<file path="src/rtl/pipe_hazard_ctrl_pkg.sv">
// Shared definitions for the 5-stage pipeline hazard controller.
//   ctrl_state_e : sequencer state codes (RUN / STALL)
//   FWD_*        : ALU operand source select codes driven on fwd_a / fwd_b
//   regMatch     : "producer writes the register this consumer reads" test,
//                  with register 0 never matching (it is hard-wired to zero)
package pipe_hazard_ctrl_pkg;

  typedef enum logic [1:0] {
    ST_RUN   = 2'd0,
    ST_STALL = 2'd1
  } ctrl_state_e;

  localparam logic [1:0] FWD_REG = 2'b00;  // operand from the register file
  localparam logic [1:0] FWD_MEM = 2'b01;  // operand from EX/MEM aluOut
  localparam logic [1:0] FWD_WB  = 2'b10;  // operand from MEM/WB writeback value

  localparam logic [4:0] REG_ZERO = 5'd0;

  function automatic logic regMatch(input logic [4:0] dest, input logic [4:0] src);
    return (dest != REG_ZERO) && (dest == src);
  endfunction

endpackage

</file>
<file path="src/rtl/hazard_fwd_unit.sv">
// Forward-select logic for one ALU operand of the instruction in EX.
// Ports:
//   src      in  5  source register field of the instruction held in ID/EX
//   m_regW   in  1  EX/MEM instruction writes a GPR
//   m_memR   in  1  EX/MEM instruction is a load (its value is not ready yet)
//   m_dest   in  5  EX/MEM destination register
//   wb_regW  in  1  MEM/WB instruction writes a GPR
//   wb_dest  in  5  MEM/WB destination register
//   fwdSel   out 2  FWD_REG / FWD_MEM / FWD_WB
module hazard_fwd_unit
  import pipe_hazard_ctrl_pkg::*;
(
  input  logic [4:0] src,
  input  logic       m_regW,
  input  logic       m_memR,
  input  logic [4:0] m_dest,
  input  logic       wb_regW,
  input  logic [4:0] wb_dest,
  output logic [1:0] fwdSel
);

  // The younger producer (EX/MEM) holds the newer value, so it wins a double
  // match. A load in EX/MEM has only an address in aluOut, so it cannot
  // forward from there; its data arrives through MEM/WB one cycle later.
  always_comb begin
    fwdSel = FWD_REG;
    if (m_regW && !m_memR && regMatch(m_dest, src)) begin
      fwdSel = FWD_MEM;
    end else if (wb_regW && regMatch(wb_dest, src)) begin
      fwdSel = FWD_WB;
    end
  end

endmodule

</file>
<file path="src/rtl/pipe_hazard_ctrl.sv">
// Pipeline sequencer for the 5-stage MIPS core.
// Drives PC / pipeline-register write enables and clears, and the EX operand
// forward selects, handling load-use stalls, taken-branch flushes (branch
// resolved in MEM) and an external global hold. Counts stall cycles and
// flushes in saturating counters.
// Parameters:
//   LU_STALL  bubbles per load-use hazard (1..3)
//   CNT_W     width of each performance counter
// Ports:
//   clock, reset (async, active-low), ext_hold
//   id_rs, id_rt                     source fields of the instruction in ID
//   ex_memR, ex_regW, ex_dest        ID/EX instruction info
//   m_regW, m_memR, m_dest,
//   m_branch, m_zero                 EX/MEM instruction info
//   wb_regW, wb_dest                 MEM/WB instruction info
//   pc_write, *_write, *_clear       pipeline register control
//   fwd_a, fwd_b                     ALU operand source selects
//   stall_cnt, flush_cnt             saturating performance counters
//   dbg_state                        current sequencer state (ctrl_state_e code)
module pipe_hazard_ctrl
  import pipe_hazard_ctrl_pkg::*;
#(
  parameter int LU_STALL = 1,
  parameter int CNT_W    = 16
) (
  input  logic             clock,
  input  logic             reset,
  input  logic             ext_hold,
  input  logic [4:0]       id_rs,
  input  logic [4:0]       id_rt,
  input  logic             ex_memR,
  input  logic             ex_regW,
  input  logic [4:0]       ex_dest,
  input  logic             m_regW,
  input  logic             m_memR,
  input  logic [4:0]       m_dest,
  input  logic             m_branch,
  input  logic             m_zero,
  input  logic             wb_regW,
  input  logic [4:0]       wb_dest,
  output logic             pc_write,
  output logic             if_id_write,
  output logic             if_id_clear,
  output logic             id_ex_write,
  output logic             id_ex_clear,
  output logic             ex_m_write,
  output logic             ex_m_clear,
  output logic             m_wb_write,
  output logic [1:0]       fwd_a,
  output logic [1:0]       fwd_b,
  output logic [CNT_W-1:0] stall_cnt,
  output logic [CNT_W-1:0] flush_cnt,
  output logic [1:0]       dbg_state
);

  // Remaining bubbles after the first one; loaded when a hazard is detected.
  localparam logic [1:0] STALL_RELOAD = 2'(LU_STALL - 1);

  ctrl_state_e      stateQ, stateD;
  logic [1:0]       cntQ, cntD;
  logic [CNT_W-1:0] stallCntQ, flushCntQ;
  logic             stallInc, flushInc;
  logic             luHaz, brTk;

  // Copy of the rs/rt fields travelling alongside the ID/EX register, so the
  // forward selects look at the instruction actually executing in EX.
  logic [4:0]       exRsQ, exRtQ;
  logic [1:0]       fwdARaw, fwdBRaw;

  assign luHaz = ex_memR && ex_regW && (regMatch(ex_dest, id_rs) || regMatch(ex_dest, id_rt));
  assign brTk  = m_branch && m_zero;

  // ---------------------------------------------------------------------------
  // State register
  // ---------------------------------------------------------------------------
  always_ff @(posedge clock or negedge reset) begin
    if (!reset) begin
      stateQ <= ST_RUN;
      cntQ   <= 2'd0;
    end else begin
      stateQ <= stateD;
      cntQ   <= cntD;
    end
  end

  // ---------------------------------------------------------------------------
  // Next-state and output decode
  // ---------------------------------------------------------------------------
  always_comb begin
    stateD      = stateQ;
    cntD        = cntQ;
    stallInc    = 1'b0;
    flushInc    = 1'b0;
    pc_write    = 1'b1;
    if_id_write = 1'b1;
    if_id_clear = 1'b0;
    id_ex_write = 1'b1;
    id_ex_clear = 1'b0;
    ex_m_write  = 1'b1;
    ex_m_clear  = 1'b0;
    m_wb_write  = 1'b1;

    if (ext_hold) begin
      // Freeze everything; a branch sitting in EX/MEM is still there next cycle.
      pc_write    = 1'b0;
      if_id_write = 1'b0;
      id_ex_write = 1'b0;
      ex_m_write  = 1'b0;
      m_wb_write  = 1'b0;
    end else if (brTk) begin
      // Squash the three younger instructions; PC loads the branch target.
      if_id_clear = 1'b1;
      id_ex_clear = 1'b1;
      ex_m_clear  = 1'b1;
      stateD      = ST_RUN;
      cntD        = 2'd0;
      flushInc    = 1'b1;
    end else begin
      case (stateQ)
        ST_RUN: begin
          if (luHaz) begin
            pc_write    = 1'b0;
            if_id_write = 1'b0;
            id_ex_clear = 1'b1;
            stallInc    = 1'b1;
            if (LU_STALL > 1) begin
              stateD = ST_STALL;
              cntD   = STALL_RELOAD;
            end
          end
        end
        ST_STALL: begin
          // Bubble count is fixed once started; new hazards are not sampled.
          pc_write    = 1'b0;
          if_id_write = 1'b0;
          id_ex_clear = 1'b1;
          stallInc    = 1'b1;
          cntD        = cntQ - 2'd1;
          if (cntQ == 2'd1) begin
            stateD = ST_RUN;
          end
        end
        default: begin
          stateD = ST_RUN;
          cntD   = 2'd0;
        end
      endcase
    end

    // While reset is held the pipeline runs free with no clears.
    if (!reset) begin
      pc_write    = 1'b1;
      if_id_write = 1'b1;
      if_id_clear = 1'b0;
      id_ex_write = 1'b1;
      id_ex_clear = 1'b0;
      ex_m_write  = 1'b1;
      ex_m_clear  = 1'b0;
      m_wb_write  = 1'b1;
    end
  end

  // ---------------------------------------------------------------------------
  // ID/EX source-field shadow (follows the ID/EX write/clear controls)
  // ---------------------------------------------------------------------------
  always_ff @(posedge clock or negedge reset) begin
    if (!reset) begin
      exRsQ <= REG_ZERO;
      exRtQ <= REG_ZERO;
    end else if (id_ex_write) begin
      if (id_ex_clear) begin
        exRsQ <= REG_ZERO;
        exRtQ <= REG_ZERO;
      end else begin
        exRsQ <= id_rs;
        exRtQ <= id_rt;
      end
    end
  end

  hazard_fwd_unit uFwdA (
    .src     (exRsQ),
    .m_regW  (m_regW),
    .m_memR  (m_memR),
    .m_dest  (m_dest),
    .wb_regW (wb_regW),
    .wb_dest (wb_dest),
    .fwdSel  (fwdARaw)
  );

  hazard_fwd_unit uFwdB (
    .src     (exRtQ),
    .m_regW  (m_regW),
    .m_memR  (m_memR),
    .m_dest  (m_dest),
    .wb_regW (wb_regW),
    .wb_dest (wb_dest),
    .fwdSel  (fwdBRaw)
  );

  assign fwd_a = reset ? fwdARaw : FWD_REG;
  assign fwd_b = reset ? fwdBRaw : FWD_REG;

  // ---------------------------------------------------------------------------
  // Saturating performance counters
  // ---------------------------------------------------------------------------
  always_ff @(posedge clock or negedge reset) begin
    if (!reset) begin
      stallCntQ <= '0;
      flushCntQ <= '0;
    end else begin
      if (stallInc && !(&stallCntQ)) begin
        stallCntQ <= stallCntQ + CNT_W'(1);
      end
      if (flushInc && !(&flushCntQ)) begin
        flushCntQ <= flushCntQ + CNT_W'(1);
      end
    end
  end

  assign stall_cnt = stallCntQ;
  assign flush_cnt = flushCntQ;
  assign dbg_state = stateQ;

endmodule

</file>
<file path="config.mk">
export PLATFORM = sky130hd
export DESIGN_NAME = pipe_hazard_ctrl
export DESIGN_NICKNAME = d
export VERILOG_FILES = /design/src/rtl/pipe_hazard_ctrl_pkg.sv /design/src/rtl/hazard_fwd_unit.sv /design/src/rtl/pipe_hazard_ctrl.sv
export SDC_FILE = /design/constraint.sdc
export NUM_CORES = 1
export LEC_CHECK = 0
export CAP_MARGIN = 20
export CORE_MARGIN = 2
export CORE_UTILIZATION = 48
export DETAILED_ROUTE_END_ITERATION = 16
export DONT_BUFFER_PORTS = 1
export GPL_TIMING_DRIVEN = 1
export PLACE_DENSITY = 0.71
export SLEW_MARGIN = 20
export SYNTH_ARGS = -nofsm -noshare
export SYNTH_HDL_FRONTEND = slang
export SYNTH_HIERARCHICAL = 1
export SYNTH_SLANG_ARGS = --single-unit
</file>
<file path="constraint.sdc">
create_clock -name clock -period 2.47 [get_ports clock]
set_clock_uncertainty 0.15 [all_clocks]
set_input_delay 0.3705 -clock clock [delete_from_list [all_inputs] [get_ports clock]]
set_output_delay 0.3705 -clock clock [all_outputs]
set_load 0.02 [all_outputs]
</file>
==> metrics.txt <==
TritonCTS clock tree=yes; endpoint kind of the worst setup timing path=output pin; first-pass iteration count of the detailed router=5; area of the core=5440 um^2; worst path cell trace=xor2_1, nor4b_1, o211a_1, nor3_2, and2_1; # rows=27; post-route clock period utilization=91.0%; final setup violating endpoints=0; fraction of synthesis flops using an asynchronous set or reset pin=100%; drt drc=0; via count of the first global-routing pass=2012; maximum fanout count along the critical path=4; maximum clock frequency=0.445 GHz; post-synthesis cell type count=45; Pwr Density=552 nW/um^2; Worst-path clk slew=90 ps; fraction of layout cells with a size suffix above 1=15.1%; status=complete, no violations; combinational family with the most area after synthesis=simple AND/OR/NAND/NOR gates; Final Core Density=52.8%; startpoint of the most critical register-to-register path=stall_cnt[3]; number of inserted filler cells in the final layout=523; latest clock arrival within the worst-skew pair=300 ps; Static Leak=1.16 nW; commonest non-fill, non-tap cells in the layout=42 x dfrtp_1, 38 x xnor2_1, 21 x nand2_1, 18 x xor2_1, 17 x nand3_1; critical path launch point=exRtQ[3]; Routed Wire Length=5.93 mm; standard cell with the maximum stage delay on the critical path=dfrtp_1; CTS Sinks=42; warnings from Yosys=6; antenna cell count=0; Clock Path Buffers=2; most common cell after layout, fill and taps aside=dfrtp_1; data arrival time at the worst-slack endpoint=1730 ps; TritonCTS buffer count=5; delay of the slowest cell on the worst path=440 ps; number of buffers inserted by port buffering=0; post_cts resized=0; gate count after technology mapping=274; count of nets left with antenna violations after detail routing=0; post-CTS setup buffer count=0; Cell Area, Synth=2690 um^2; post-synthesis compound-gate area fraction=8.39%; maximum number of pins on one net before global-route repair=43; chip height=78.8 um; aggregate negative setup slack=0 ps; Period minus WS final=2250 ps; Detailed Route Iter0 Violations=101; max-cap violation count=0; number of primary I/O pins=81; full die area=6210 um^2; via density per instance=5.77; detailed placement HPWL=4.42 mm; Least-Margin Pin Slew=507 ps; Initial Utilization=49.4%; Hold Violations, Final=0; average cell area after synthesis=9.80 um^2; total design power=1.59 mW; Via Count=2026; Max Transition Viols Final=0; Syn-to-layout area delta=6.99%; type of origin of the critical path=register; wire length per cell=16.9 um; peak supply drop=0.303 mV; DIE WIDTH=78.8 um; Hold Path Class=in2reg; headroom to the max-slew limit=66.1%; cell at the root of the clock tree=clkbuf_8; post-synthesis register bit count=42; final cell count without fillers=351; remaining global-route overflow=0; Crit path required time=1950 ps; fraction of the mapped netlist area in simple logic gates=28.8%; synthesized-area fraction occupied by adder cells=0.932%; final layout net count=315; mux contribution to synthesized area=0.839%; unrepaired setup endpoints after global routing=false; global-route wire length before repair=9.65 mm; initial antenna violation count=0; gp weighted congestion=0.812; number of enable-type register cells in the synthesized netlist=0; GR Util All Layers=20.0%; cts-stage hold buffer count=2; synthesized-area fraction occupied by xor and xnor cells=18.3%; portion of the post-synthesis area used by sequential elements=39.1%; start point of the worst min-delay path=id_rs[3]; Cell Count Post-Placement=341; dominant synthesized flop cell=dfrtp_1; number of H-tree levels=2; Critical Setup Path Class=reg2out
state kept, by name (all words and copies together), names as in the netlist:
register / flops
stall_cnt: 16
flush_cnt: 16
exRtQ: 5
exRsQ: 5
final cells by class:
| type | instances | area, um^2 | area share, % |
|---|---|---|---|
| inverter | 2 | 7.51 | 0.261 |
| tap | 72 | 90.1 | 3.14 |
| multi-input combinational | 218 | 1550 | 54.0 |
| clock buffer | 5 | 68.8 | 2.40 |
| sequential | 42 | 1050 | 36.6 |
| timing repair buffer | 9 | 82.6 | 2.87 |
| clock inverter | 3 | 21.3 | 0.740 |
report_power, final:
part / leakage (nW) / internal [mW] / total (mW) / switching, mW
Sequential: 0.556 / 0.748 / 0.897 / 0.149
Combinational: 0.560 / 0.117 / 0.245 / 0.127
Clock: 0.0441 / 0.199 / 0.444 / 0.245
Total: 1.16 / 1.06 / 1.59 / 0.522
cell usage after synthesis (all sizes together) (2+ instances only):
cell type | count | share of area (%)
nor2b | 12 | 2.8
nand3 | 22 | 5.0
ha | 2 | 0.93
nor4b | 2 | 0.65
nand2b | 2 | 0.47
xnor2 | 38 | 12
a21oi | 14 | 2.9
nand4 | 15 | 4.4
inv | 2 | 0.28
nor3 | 11 | 2.4
nor2 | 11 | 1.6
nor4 | 9 | 3.4
o211a | 2 | 0.75
buf | 10 | 2.7
xor2 | 18 | 5.9
and3 | 7 | 1.6
clkbuf | 3 | 0.42
nand2 | 21 | 2.9
mux2 | 2 | 0.84
and2 | 7 | 1.6
dfrtp | 42 | 39
o21ai | 10 | 1.9
final timing paths:
check                                 to  slack [ps]  cells past startpoint
hold / removal                  exRsQ[3]          30                      2
setup reg to reg            stall_cnt[1]         380                      5
setup / recovery                fwd_b[1]         220                      5
hold reg to reg                 exRtQ[2]         430                      2
max in group asynchronous   stall_cnt[5]        1570                      2
min in group asynchronous  flush_cnt[11]         380                      2
critical path, delay by kind of cell, from the launching register on:
family / cells / cell delay (ps)
AO/OA/AOI/OAI: 1 / 230
flip-flops: 1 / 440
AND/OR/NAND/NOR: 3 / 600
XOR/XNOR: 1 / 170
cell families (layout without fill, tap and decap cells):
| logic type | after synthesis | in the layout |
|---|---|---|
| adders and majority gates | 2 | 2 |
| DFF | 42 | 42 |
| buffers and inverters | 15 | 19 |
| AOI/OAI and AO/OA | 32 | 32 |
| and+or+nand+nor | 124 | 124 |
| muxes | 2 | 2 |
| xor gates and xnor gates | 56 | 56 |
| other | 1 | 2 |
metrics by stage:
step                      setup slack [ps]  hold WS [ps]  cell area [um^2]
after global placement                 343         -74.3              2750
after global routing                   117          21.9              2870
after floorplan                       69.8         -75.1              2700
final                                  221          33.7              2870
after CTS                              232          21.5              2870
after detailed placement               343         -74.4              2750
metal layers:
layer / GRT usage [%] / share of wire (%)
met1: 22.8 / 40
met2: 33.7 / 49
met3: 7.50 / 8.4
met4: 8.07 / 2.2
met5: 0 / 0
(Power assumes the default switching activity.)
